$ cat config.mk
export PLATFORM = sky130hd
export DESIGN_NAME = pid_controller_param_flat
export DESIGN_NICKNAME = d
export VERILOG_FILES = /design/src/rtl/pid_controller_param_if.sv /design/src/rtl/pid_controller_param.sv /design/src/flat_wrapper.sv
export SDC_FILE = /design/constraint.sdc
export NUM_CORES = 1
export LEC_CHECK = 0
export ABC_CLOCK_PERIOD_IN_PS = 19050
export BUFFER_PORTS_ARGS = -buffer_cell sky130_fd_sc_hd__buf_2
export CORE_ASPECT_RATIO = 0.8
export CORE_MARGIN = 2
export CORE_UTILIZATION = 50
export CTS_BUF_LIST = sky130_fd_sc_hd__clkbuf_4
export DETAILED_ROUTE_END_ITERATION = 8
export PLACE_DENSITY_LB_ADDON = 0.12
export REMOVE_ABC_BUFFERS = 1
export SLEW_MARGIN = 20
export SYNTH_ARGS = -nofsm -noshare
export SYNTH_HDL_FRONTEND = slang
export SYNTH_SLANG_ARGS = --single-unit
$ cat constraint.sdc
create_clock -name clk -period 19.05 [get_ports clk]
set_clock_uncertainty 0.1 [all_clocks]
set_input_delay 1.905 -clock clk [delete_from_list [all_inputs] [get_ports clk]]
set_output_delay 1.905 -clock clk [all_outputs]
set_load 0.05 [all_outputs]
$ cat src/rtl/pid_controller_param_if.sv
// Sample/result handshake bundle for pid_controller_param.
// The master drives samples and gains; the slave (controller) returns the clamped result.
interface pid_controller_param_if #(
  parameter int DATA_W = 8,
  parameter int GAIN_W = 8
);
  logic              sample_valid;
  logic              sample_ready;
  logic [DATA_W-1:0] setpoint;
  logic [DATA_W-1:0] feedback;
  logic [GAIN_W-1:0] kp;
  logic [GAIN_W-1:0] ki;
  logic [GAIN_W-1:0] kd;
  logic              clear_int;
  logic [DATA_W-1:0] control_out;
  logic              out_valid;
  logic              saturated;

  modport master (
    output sample_valid, setpoint, feedback, kp, ki, kd, clear_int,
    input  sample_ready, control_out, out_valid, saturated
  );
  modport slave (
    input  sample_valid, setpoint, feedback, kp, ki, kd, clear_int,
    output sample_ready, control_out, out_valid, saturated
  );
endinterface

$ cat src/rtl/pid_controller_param.sv
// Sequential fixed-point PID: one sample every 6 cycles, one term per state,
// saturating integrator with anti-windup and an output clamped to [0, 2^DATA_W-1].
module pid_controller_param #(
  parameter int DATA_W = 8,
  parameter int GAIN_W = 8,
  parameter int FRAC_W = 4,
  parameter int INT_W  = 16,
  parameter int ACC_W  = 32
) (
  input  logic clk,
  input  logic rst_n,
  pid_controller_param_if.slave bus
);
  localparam int EW = DATA_W + 1;
  localparam int DW = DATA_W + 2;
  localparam logic signed [INT_W:0]   INT_LIM = {2'b00, {(INT_W-1){1'b1}}};
  localparam logic signed [ACC_W+1:0] ACC_MAX = {3'b000, {(ACC_W-1){1'b1}}};
  localparam logic signed [ACC_W+1:0] ACC_MIN = {3'b111, {(ACC_W-1){1'b0}}};
  localparam logic signed [ACC_W-1:0] OUT_MAX = {{(ACC_W-DATA_W){1'b0}}, {DATA_W{1'b1}}};

  typedef enum logic [2:0] {IDLE, ERR, PTERM, ITERM, DTERM, SUM} state_t;
  state_t state, state_nx;

  logic [DATA_W-1:0]       sp_q, fb_q;
  logic [GAIN_W-1:0]       kp_q, ki_q, kd_q;
  logic signed [EW-1:0]    e, prev_e, e_c;
  logic signed [DW-1:0]    diff;
  logic signed [INT_W-1:0] integ, integ_sat, integ_nx;
  logic signed [INT_W:0]   isum;
  logic signed [ACC_W-1:0] p_term, i_term, d_term, kp_x, ki_x, kd_x;
  logic signed [ACC_W+1:0] tsum;
  logic signed [ACC_W-1:0] acc_sat, shifted;
  logic [DATA_W-1:0]       out_c;
  logic                    clamp_hi, clamp_lo, sat_hi, sat_lo, hold, accept;

  assign bus.sample_ready = (state == IDLE);
  assign accept = bus.sample_valid && (state == IDLE);

  always_ff @(posedge clk or negedge rst_n)
    if (!rst_n) state <= IDLE;
    else        state <= state_nx;

  always_comb begin
    state_nx = state;
    case (state)
      IDLE:    if (bus.sample_valid) state_nx = ERR;
      ERR:     state_nx = PTERM;
      PTERM:   state_nx = ITERM;
      ITERM:   state_nx = DTERM;
      DTERM:   state_nx = SUM;
      SUM:     state_nx = IDLE;
      default: state_nx = IDLE;
    endcase
  end

  // Gains are unsigned; widen with a zero sign bit so products stay signed.
  assign kp_x = ACC_W'($signed({1'b0, kp_q}));
  assign ki_x = ACC_W'($signed({1'b0, ki_q}));
  assign kd_x = ACC_W'($signed({1'b0, kd_q}));
  assign e_c  = $signed({1'b0, sp_q}) - $signed({1'b0, fb_q});

  always_comb begin
    isum = (INT_W+1)'(integ) + (INT_W+1)'(e);
    if (isum > INT_LIM)       integ_sat = INT_W'(INT_LIM);
    else if (isum < -INT_LIM) integ_sat = INT_W'(-INT_LIM);
    else                      integ_sat = isum[INT_W-1:0];
    // Anti-windup: don't push further into a rail the last result already hit.
    hold = (sat_hi && !e[EW-1] && (e != '0)) || (sat_lo && e[EW-1]);
    integ_nx = hold ? integ : integ_sat;
  end

  always_comb begin
    tsum = (ACC_W+2)'(p_term) + (ACC_W+2)'(i_term) + (ACC_W+2)'(d_term);
    if (tsum > ACC_MAX)      acc_sat = ACC_W'(ACC_MAX);
    else if (tsum < ACC_MIN) acc_sat = ACC_W'(ACC_MIN);
    else                     acc_sat = tsum[ACC_W-1:0];
    shifted  = acc_sat >>> FRAC_W;
    clamp_hi = 1'b0;
    clamp_lo = 1'b0;
    out_c    = shifted[DATA_W-1:0];
    if (shifted[ACC_W-1]) begin
      out_c = '0;  clamp_lo = 1'b1;
    end else if (shifted > OUT_MAX) begin
      out_c = '1;  clamp_hi = 1'b1;
    end
  end

  always_ff @(posedge clk or negedge rst_n) begin
    if (!rst_n) begin
      sp_q <= '0; fb_q <= '0; kp_q <= '0; ki_q <= '0; kd_q <= '0;
      e <= '0; prev_e <= '0; diff <= '0; integ <= '0;
      p_term <= '0; i_term <= '0; d_term <= '0;
      bus.control_out <= '0; bus.out_valid <= 1'b0; bus.saturated <= 1'b0;
      sat_hi <= 1'b0; sat_lo <= 1'b0;
    end else begin
      bus.out_valid <= 1'b0;
      case (state)
        IDLE: begin
          if (bus.clear_int) begin
            integ  <= '0;
            prev_e <= '0;
          end
          if (accept) begin
            sp_q <= bus.setpoint; fb_q <= bus.feedback;
            kp_q <= bus.kp; ki_q <= bus.ki; kd_q <= bus.kd;
          end
        end
        ERR: begin
          e    <= e_c;
          diff <= DW'(e_c) - DW'(prev_e);
        end
        PTERM: p_term <= kp_x * ACC_W'(e);
        ITERM: begin
          integ  <= integ_nx;
          i_term <= ki_x * ACC_W'(integ_nx);
        end
        DTERM: begin
          d_term <= kd_x * ACC_W'(diff);
          prev_e <= e;
        end
        SUM: begin
          bus.control_out <= out_c;
          bus.out_valid   <= 1'b1;
          bus.saturated   <= clamp_hi | clamp_lo;
          sat_hi          <= clamp_hi;
          sat_lo          <= clamp_lo;
        end
        default: ;
      endcase
    end
  end
endmodule

$ cat src/flat_wrapper.sv
// flat-port wrapper written by rule: the top's interface ports become plain ports
module pid_controller_param_flat 
#(
  parameter int DATA_W = 8,
  parameter int GAIN_W = 8,
  parameter int FRAC_W = 4,
  parameter int INT_W  = 16,
  parameter int ACC_W  = 32
)
  (clk, rst_n, bus_sample_valid, bus_setpoint, bus_feedback, bus_kp, bus_ki, bus_kd, bus_clear_int, bus_sample_ready, bus_control_out, bus_out_valid, bus_saturated);
  pid_controller_param_if #(.DATA_W(DATA_W), .GAIN_W(GAIN_W)) bus_i ();
  input  logic clk;
  input  logic rst_n;
  input wire logic [$bits(bus_i.sample_valid)-1:0] bus_sample_valid;
  input wire logic [$bits(bus_i.setpoint)-1:0] bus_setpoint;
  input wire logic [$bits(bus_i.feedback)-1:0] bus_feedback;
  input wire logic [$bits(bus_i.kp)-1:0] bus_kp;
  input wire logic [$bits(bus_i.ki)-1:0] bus_ki;
  input wire logic [$bits(bus_i.kd)-1:0] bus_kd;
  input wire logic [$bits(bus_i.clear_int)-1:0] bus_clear_int;
  output wire logic [$bits(bus_i.sample_ready)-1:0] bus_sample_ready;
  output wire logic [$bits(bus_i.control_out)-1:0] bus_control_out;
  output wire logic [$bits(bus_i.out_valid)-1:0] bus_out_valid;
  output wire logic [$bits(bus_i.saturated)-1:0] bus_saturated;
  assign bus_i.sample_valid = bus_sample_valid;
  assign bus_i.setpoint = bus_setpoint;
  assign bus_i.feedback = bus_feedback;
  assign bus_i.kp = bus_kp;
  assign bus_i.ki = bus_ki;
  assign bus_i.kd = bus_kd;
  assign bus_i.clear_int = bus_clear_int;
  assign bus_sample_ready = bus_i.sample_ready;
  assign bus_control_out = bus_i.control_out;
  assign bus_out_valid = bus_i.out_valid;
  assign bus_saturated = bus_i.saturated;
  pid_controller_param #(.DATA_W(DATA_W), .GAIN_W(GAIN_W), .FRAC_W(FRAC_W), .INT_W(INT_W), .ACC_W(ACC_W)) u_core (.clk(clk), .rst_n(rst_n), .bus(bus_i));
endmodule
# Word-level counts from Yosys, hierarchy flattened
# Index checks and enable logic that the tools add are counted.
# classes
order_cmp,5
mux,17
bitwise,1
multipliers,3
reduce_logical,13
eq_ne,7
n_addsub,5
# op_table
cell,count
16-bit 2-to-1 mux,4
32-bit 2-to-1 mux,2
34-bit by 32-bit > comparator with 1-bit output (second input constant),1
34-bit by 32-bit < comparator with 1-bit output (second input constant),1
16-bit one-hot mux with 2 select lines,1
28-bit by 9-bit > comparator with 1-bit output (second input constant),1
26-bit by 19-bit adder with 27-bit output,1
18-bit by 25-bit adder with 26-bit output,1
9-bit by 16-bit multiplier with 25-bit output,1
9-bit by 10-bit multiplier with 19-bit output,1
9-bit by 9-bit multiplier with 18-bit output,1
9-bit one-hot mux with 2 select lines,1
16-bit by 9-bit adder with 17-bit output,1
17-bit by 16-bit > comparator with 1-bit output (second input constant),1
17-bit by 16-bit < comparator with 1-bit output (second input constant),1
8-bit 2-to-1 mux,2
3-bit one-hot mux with 5 select lines,1
9-bit by 9-bit subtractor with 10-bit output,1
9-bit 2-to-1 mux,1
9-bit nonzero test,1
8-bit by 8-bit subtractor with 9-bit output,1
3-bit by 2-bit equality test with 1-bit output (second input constant),2
3-bit equality test (second input constant),2
2-bit AND reduction,3
other kinds (10),18
# totals
ff_bits,161
word_cells,69
inputBits,44
output_inout_bits,11

# Longest topological paths before layout
# Gate-level depths: netlist (run 1).
# depth
depth_word,9
ltp_mapped,35
ltp_nobuf,32

# Worst setup path before layout (run 1)
# Ideal clock, no wire load.
# synth_path
path_type,reg2reg
from,register u_core.e[1]
to,register u_core.i_term[24] (netlist name)
path_stages_with_launch,34
arrival_ns,7.498
path_slack_ns,11.321
t_required_ns,18.819
n_path_buf,3
period_less_slack_ns,7.729
setup_ns,0.131
cell_sequence,dfrtp_1 clkbuf_1 inv_1 fa_1 nor2b_1 o31a_1 buf_2 o211a_1 nor4_1 o32a_1 o2111ai_1 o21ai_2 and2_4 buf_6 o311a_4 nand2b_1 fa_1 inv_1 fa_1 ha_1 inv_1 fa_1 inv_1 fa_1 a211o_1 a21oi_1 o31ai_1 a41o_1 o21a_1 a41o_1 or4_1 a31oi_1 xnor2_1 o21ai_1
# synth_between
elab_chain_cells,6
elab_cells_between_ends,10
cone_classes,1 x add/sub; 1 x mul; 2 x order compare; 3 x mux; 3 x reduce/logical
# synth_rtl
item,line_no,source
start: declaration,pid_controller_param.sv:26,"logic signed [EW-1:0] e, prev_e, e_c;"
start signal: assignment,pid_controller_param.sv:91,e <= '0; prev_e <= '0; diff <= '0; integ <= '0;
start signal: assignment,pid_controller_param.sv:109,e <= e_c;
16-bit by 9-bit adder with 17-bit output,pid_controller_param.sv:63,isum = (INT_W+1)'(integ) + (INT_W+1)'(e);
17-bit by 16-bit < comparator with 1-bit output,pid_controller_param.sv:65,else if (isum < -INT_LIM) integ_sat = INT_W'(-INT_LIM);
16-bit 2-to-1 mux,pid_controller_param.sv:65,
16-bit 2-to-1 mux,pid_controller_param.sv:64,if (isum > INT_LIM) integ_sat = INT_W'(INT_LIM);
16-bit 2-to-1 mux *,pid_controller_param.sv:69,integ_nx = hold ? integ : integ_sat;
9-bit by 16-bit multiplier with 25-bit output *,pid_controller_param.sv:115,i_term <= ki_x * ACC_W'(integ_nx);
# Mark *: on every way between the ends. The rest lies on a longest branch, timed or not.
# A chain may end at the register's enable or synchronous reset.

# Final worst setup path (run 1)
# layout_path
from,register u_core.e[0]
to,register u_core.i_term[24] (netlist name)
# layout_between
elab_chain_cells,6
elab_cells_between_ends,10
cone_classes,1 x add/sub; 1 x mul; 2 x order compare; 3 x mux; 3 x reduce/logical
# layout_rtl
item,line_no
16-bit by 9-bit adder with 17-bit output,pid_controller_param.sv:63
17-bit by 16-bit < comparator with 1-bit output,pid_controller_param.sv:65
16-bit 2-to-1 mux,pid_controller_param.sv:65
16-bit 2-to-1 mux,pid_controller_param.sv:64
16-bit 2-to-1 mux *,pid_controller_param.sv:69
9-bit by 16-bit multiplier with 25-bit output *,pid_controller_param.sv:115
# Marked as above.

==> impl_metrics.tcl, run 1 <==
set metrics [dict create \
    status "completed" \
    worst_r2r_path_depth 30 \
    drv_cap 0 \
    drt_wl_total_um 44300 \
    cts_buffer_depth 2 \
    synth-compound-area-share_pct 11.9 \
    post-dp-hpwl_um 36100 \
    r2r_end "u_core.i_term[24]$_DFFE_PN0P_" \
    port-buffer-count 54 \
    core_area_um2 39300 \
    synth.area.mux_share_pct 3.00 \
    grt_pass1_wl_um 75700 \
    drc 0 \
    worst_ep_arrival_time_ns 9.12 \
    holdWs_ns 0.420 \
    firstDrtPassIters 7 \
    gp_congestion 0.854 \
    slew_viol_final 0 \
    slew_headroom_pct 31.0 \
    cts_buffers 17 \
    clk_pin_slew_ns 0.19 \
    final_nets 2652 \
    reg2reg_slack_ns 10.34 \
    cts_root_buf "clkbuf_4" \
    synthCells 2174 \
    endpoint_kind "flop" \
    syn_area_um2 19800 \
    ys_seq_area_share_pct 20.3 \
    postSynth.asyncResetShare_pct 100 \
    postCtsSetupRepairBufs 0 \
    cts_hold_buffers 0 \
    fin_crit_ns 8.71 \
    synth.distinct_cells 79 \
    crit_fanout 12 \
    holdCritStartpoint "u_core.prev_e[5]$_DFFE_PN0P_" \
    timing.fmax_mhz 115 \
    fin_ws_ns 10.34 \
    slowest_delay_ns 0.60 \
    tightest_slew_ns 1.03 \
    cts-resized-gates 0 \
    wl_per_cell_um 16.3 \
    crit_cells 30 \
    ys_seq_elements 161 \
    track_usage_pct 23.1 \
    cp_common_cell "fa_1" \
    fin_setup_tns_ns 0 \
    h-tree-depth 4 \
    initial_utilization_pct 50.5 \
    die_area_um2 41300 \
    area_delta_synth_final_pct 4.86 \
    drt-initial-drc-count 748 \
    critPathKind "reg2reg" \
    cts_tree "done" \
    rsz0062_at_grt "no" \
    final_util_pct 53.0 \
    synthAdderAreaFrac_pct 36.8 \
    post-place-ws_ns 10.44 \
    cp_slowest_cell "dfrtp_1" \
    critPathTopFamily "compound AO/OA/AOI/OAI gates" \
    synth_top_family_by_area "adder cells" \
    die_height_um 182 \
    ant_nets 0 \
    rows 65 \
    die_x_um 227 \
    avgSynthCellArea_um2 9.13 \
    min_period_over_period_pct 45.7 \
    hp-class "reg2reg" \
    grt_pass1_vias 14776 \
    antenna_found_initial 2 \
    insertion_delay_ns 0.67 \
    hold_depth 2 \
    synth-edff-count 0 \
    hold_viol_final 0 \
    yosysWarnings 0 \
    cts.sinks 161 \
    finalSetupViolCount 0 \
    ys.flop_type "dfrtp_1" \
    cp-start-kind "flop" \
    yosys.area_share.simple_pct 15.9 \
    drt-vias-per-instance 5.30 \
    cp_num_buf_inv 4 \
    rr_startpoint "u_core.e[0]$_DFFE_PN0P_" \
    holdPathEnd "u_core.prev_e[5]$_DFFE_PN0P_" \
    vias 14416 \
    synth-xor-area-share_pct 3.75 \
    crit_required_ns 19.46 \
    io-pin-count 55 \
    grt_max_degree 86 \
    grt-ovfl-total 0 \
    drive_gt1_share_pct 8.10 \
]
routing by layer:
layer | share of wire, % | up-vias | track usage [%] | wire (µm)
met2 | 43 | 247 | 34.7 | 19100
met3 | 3.9 | 26 | 3.64 | 1740
met1 | 52 | 7137 | 35.3 | 23100
met4 | 1.0 | 0 | 4.55 | 455
met5 | 0 | - | 0 | 0
li1 | - | 7006 | - | -
worst min-delay path, delay by kind of cell, from the launching register on:
kind / cells / cell delay (ns)
flops: 1 / 0.38
simple gates: 2 / 0.12
sequential cells by signal, summed over array words and instances (netlist names), 9 cells and up:
signal / cells
u_core.diff: 10
u_core.p_term: 18
u_core.i_term: 25
u_core.e: 9
u_core.integ: 16
u_core.d_term: 19
u_core.prev_e: 9
cell families (layout without fill, tap and decap cells):
group | after synthesis | in the layout
other cells | 0 | 1
fa+ha+maj | 441 | 441
simple gates | 652 | 652
buf+inv | 438 | 448
xor+xnor | 85 | 85
mux | 52 | 52
flops | 161 | 161
compound gates | 345 | 345
Yosys cell counts (8+ instances only):
cell,count,area (µm²)
xor2_1,32,280
ha_1,199,2490
and3_1,9,56.3
nand2b_1,26,163
nor3_1,25,125
a211oi_1,16,120
mux2_2,49,552
a21o_1,29,218
and2_1,135,845
o21a_1,12,90.1
fa_1,238,4760
nor2_1,67,251
o21bai_1,18,135
a31oi_1,10,62.6
nor2b_1,21,131
clkbuf_1,69,259
nand3_1,31,155
dfrtp_1,161,4030
o31ai_1,18,135
inv_1,356,1340
a211o_1,8,70.1
o21ai_1,10,50.1
o21ai_0,91,455
a21oi_1,72,360
xnor2_1,53,464
o31a_1,9,78.8
nand2_1,299,1120
how the worst max path moves through the flow:
stage / to / slack [ns] / start
after CTS: u_core.i_term[23]$_DFFE_PN0P_ / 10.35 / u_core.e[0]$_DFFE_PN0P_
final: u_core.i_term[24]$_DFFE_PN0P_ / 10.34 / u_core.e[0]$_DFFE_PN0P_
after global placement: u_core.i_term[24]$_DFFE_PN0P_ / 10.58 / u_core.e[8]$_DFFE_PN0P_
after detailed placement: u_core.i_term[23]$_DFFE_PN0P_ / 10.44 / u_core.e[0]$_DFFE_PN0P_
after global routing: u_core.i_term[23]$_DFFE_PN0P_ / 9.68 / u_core.e[0]$_DFFE_PN0P_
after floorplan: u_core.i_term[24]$_DFFE_PN0P_ / 11.24 / u_core.e[8]$_DFFE_PN0P_
area by class of cell:
type / instances / area, µm²
multi-input cells: 1575 / 14200
clock inverters: 15 / 161
fillers: 3662 / 18500
diodes: 1 / 2.50
flip-flops and latches: 161 / 4030
clock buffers: 17 / 128
inverters: 356 / 1340
well taps: 536 / 671
repair buffers: 60 / 322
stage by stage:
stage | instances | cell area, µm²
final | 2721 | 20800
after global routing | 2721 | 20800
after CTS | 2720 | 20800
after detailed placement | 2688 | 20500
after global placement | 2688 | 20500
after floorplan | 2092 | 19500
placed cells by master, fill, tap and decap left out, types with 4 or more instances in the layout:
cell type / instances
a211oi_1: 16
buf_2: 53
nor4_1: 4
nor3_1: 25
inv_8: 5
dfrtp_1: 161
nand2b_1: 26
o31a_1: 9
nand4_1: 5
nor2_1: 67
mux2_2: 49
nand2_1: 299
a21oi_1: 72
o21bai_1: 18
ha_1: 199
inv_1: 356
o21a_1: 12
and3_1: 9
inv_6: 4
o211ai_1: 6
and2_1: 134
fa_1: 238
o21ai_0: 91
a31oi_1: 10
nand3_1: 31
o311ai_2: 4
xnor2_1: 53
a211o_1: 8
a21o_1: 29
o31ai_1: 18
buf_4: 6
xor2_1: 32
a211oi_2: 4
or4_1: 4
or2_2: 5
nor2b_1: 21
o21ai_1: 9
clkbuf_4: 17
Power of run 1 is left out: the tool's default activity adds up to more than one toggle a clock period on the data nets, which glitch-free logic cannot reach.
==> run 2, diff against run 1 <==
- ABC_CLOCK_PERIOD_IN_PS: 19050 -> 7600
- clock period: 19.05 -> 7.6 ns (I/O delays scaled with it)
==> run 2 against run 1 <==
The run now ends with negative setup slack left. Worst hold slack got worse by 0.30 ns. Wire length rose by 4.2%. Die area did not move. Register-to-register slack got worse by 10 ns. Cell area rose by 6.7%. Count of clock-buffer cells in the layout rose by 1. Critical path depth rose by 3. Non-clock buffer count rose by 131. Final cell count rose by 4.9%. First-iteration DRC count rose by 6.4%. Global-route usage rose by 0.74 points. Setup slack got worse by 10 ns. Critical path type unchanged. Critical endpoint unchanged.
==> impl_metrics.tcl, run 2 (synthesis results as in run 1) <==
set metrics [dict create \
    status "complete, but fails checks" \
    violations "negative setup slack" \
    cts_buffer_depth 2 \
    finalNonFillerCells 2854 \
    die_x_um 227 \
    die_area_um2 41300 \
    slew_headroom_pct 30.5 \
    cts_buffers 17 \
    cp_slowest_cell "fa_2" \
    clk_pin_slew_ns 0.16 \
    cp-start-kind "flop" \
    worst_r2r_path_depth 33 \
    post-dp-hpwl_um 37400 \
    drv_cap 0 \
    crit_fanout 6 \
    drc 0 \
    drt-vias-per-instance 5.20 \
    final_common_cell "inv_1" \
    area_delta_synth_final_pct 11.9 \
    h-tree-depth 4 \
    core_area_um2 39300 \
    cts.sinks 161 \
    gp_congestion 0.872 \
    cts_tree "done" \
    dp.cells 2803 \
    rows 65 \
    largest_reg_flops 25 \
    min_period_over_period_pct 101 \
    grt_pass1_vias 15189 \
    endpoint_kind "flop" \
    holdWs_ns 0.124 \
    slew_viol_final 0 \
    die_height_um 182 \
    final_nets 2784 \
    fin_crit_ns 7.64 \
    io-pin-count 55 \
    final_util_pct 56.5 \
    timing.fmax_mhz 131 \
    insertion_delay_ns 0.64 \
    ant_nets 0 \
    hold_viol_final 0 \
    drive_gt1_share_pct 15.9 \
    crit_required_ns 8.00 \
    hp-class "in2async" \
    critPathKind "reg2reg" \
    worst_ep_arrival_time_ns 8.05 \
    finalSetupViolCount 2 \
    largestRegisters "u_core.i_term: 25 flops, u_core.d_term: 19 flops, u_core.p_term: 18 flops" \
    antenna_found_initial 1 \
    grt_max_degree 100 \
    tightest_slew_ns 1.03 \
    rsz0062_at_grt "yes" \
    port-buffer-count 54 \
    seqCellArea_um2 4030 \
    fin_setup_tns_ns -0.0503 \
    drt-initial-drc-count 796 \
    vias 14832 \
    max_flop_register "u_core.i_term" \
    firstDrtPassIters 5 \
    cts_root_buf "clkbuf_4" \
    multiInputGateArea_um2 14500 \
    slowest_delay_ns 0.61 \
    track_usage_pct 23.9 \
    initial_utilization_pct 50.5 \
    wl_per_cell_um 16.2 \
    grt_pass1_wl_um 78000 \
    fillers 3564 \
    grt-ovfl-total 0 \
    most-common-layout-cells "349 x inv_1, 296 x nand2_1, 233 x fa_1" \
    drt_wl_total_um 46200 \
    fin_ws_ns -0.0445 \
]
-- run 2: layer usage --
layer  vias to the layer above  wire, µm  global-route usage (%)
met3                        24      1650                    3.69
met5                         -         0                       0
met4                         0       512                    3.79
li1                       7270         -                       -
met2                       216     19900                    36.0
met1                      7322     24100                    36.8
-- run 2: stage by stage --
step / instance area (µm²) / setup WS (ns)
finish: 22200 / -0.0445
global route: 22200 / -0.352
CTS: 21900 / -0.000300
detailed placement: 21400 / -0.295
global placement: 21400 / -0.171
floorplan: 19500 / -0.207
-- run 2: area by class of cell --
type | instances | area share, %
Clock inverter | 14 | 0.671
Tap cell | 536 | 3.02
Inverter | 356 | 6.02
Sequential cell | 161 | 18.2
Timing Repair Buffer | 191 | 6.00
Clock buffer | 18 | 0.609
Antenna cell | 2 | 0.0225
Multi-Input combinational cell | 1576 | 65.5
-- run 2: path summary, 6_finish.rpt --
kind	from	end	slack, ns
setup reg to reg	u_core.e[0]$_DFFE_PN0P_	u_core.i_term[24]$_DFFE_PN0P_	-0.04
hold reg to reg	u_core.prev_e[5]$_DFFE_PN0P_	u_core.prev_e[5]$_DFFE_PN0P_	0.42
hold / removal	rst_n	u_core.fb_q[4]$_DFFE_PN0P_	0.12
setup / recovery	u_core.e[0]$_DFFE_PN0P_	u_core.i_term[24]$_DFFE_PN0P_	-0.04
min in group clk	bus_feedback[1]	u_core.fb_q[1]$_DFFE_PN0P_	0.21
max in group asynchronous	rst_n	u_core.bus.control_out[4]$_DFFE_PN0P_	5.82
-- run 2: worst max-delay path: cells and delay by family (launching register included) --
kind	cells	cell delay, ns
fa+ha+maj	8	2.76
compound gates	14	2.84
buf+inv	5	0.29
xor+xnor	1	0.13
simple gates	5	0.98
flops	1	0.40
-- run 2: repair_timing --
| action | CTS | global route |
|---|---|---|
| gates cloned | 1 | 0 |
| endpoints found under the hold margin | 0 | 0 |
| buffers inserted | 7 | 9 |
| endpoints found under the setup margin | 5 | 7 |
| resized for setup | 39 | 43 |
| pin swaps | 16 | 26 |
| hold buffers | 0 | 0 |
Power of run 2 is left out for the same reason.
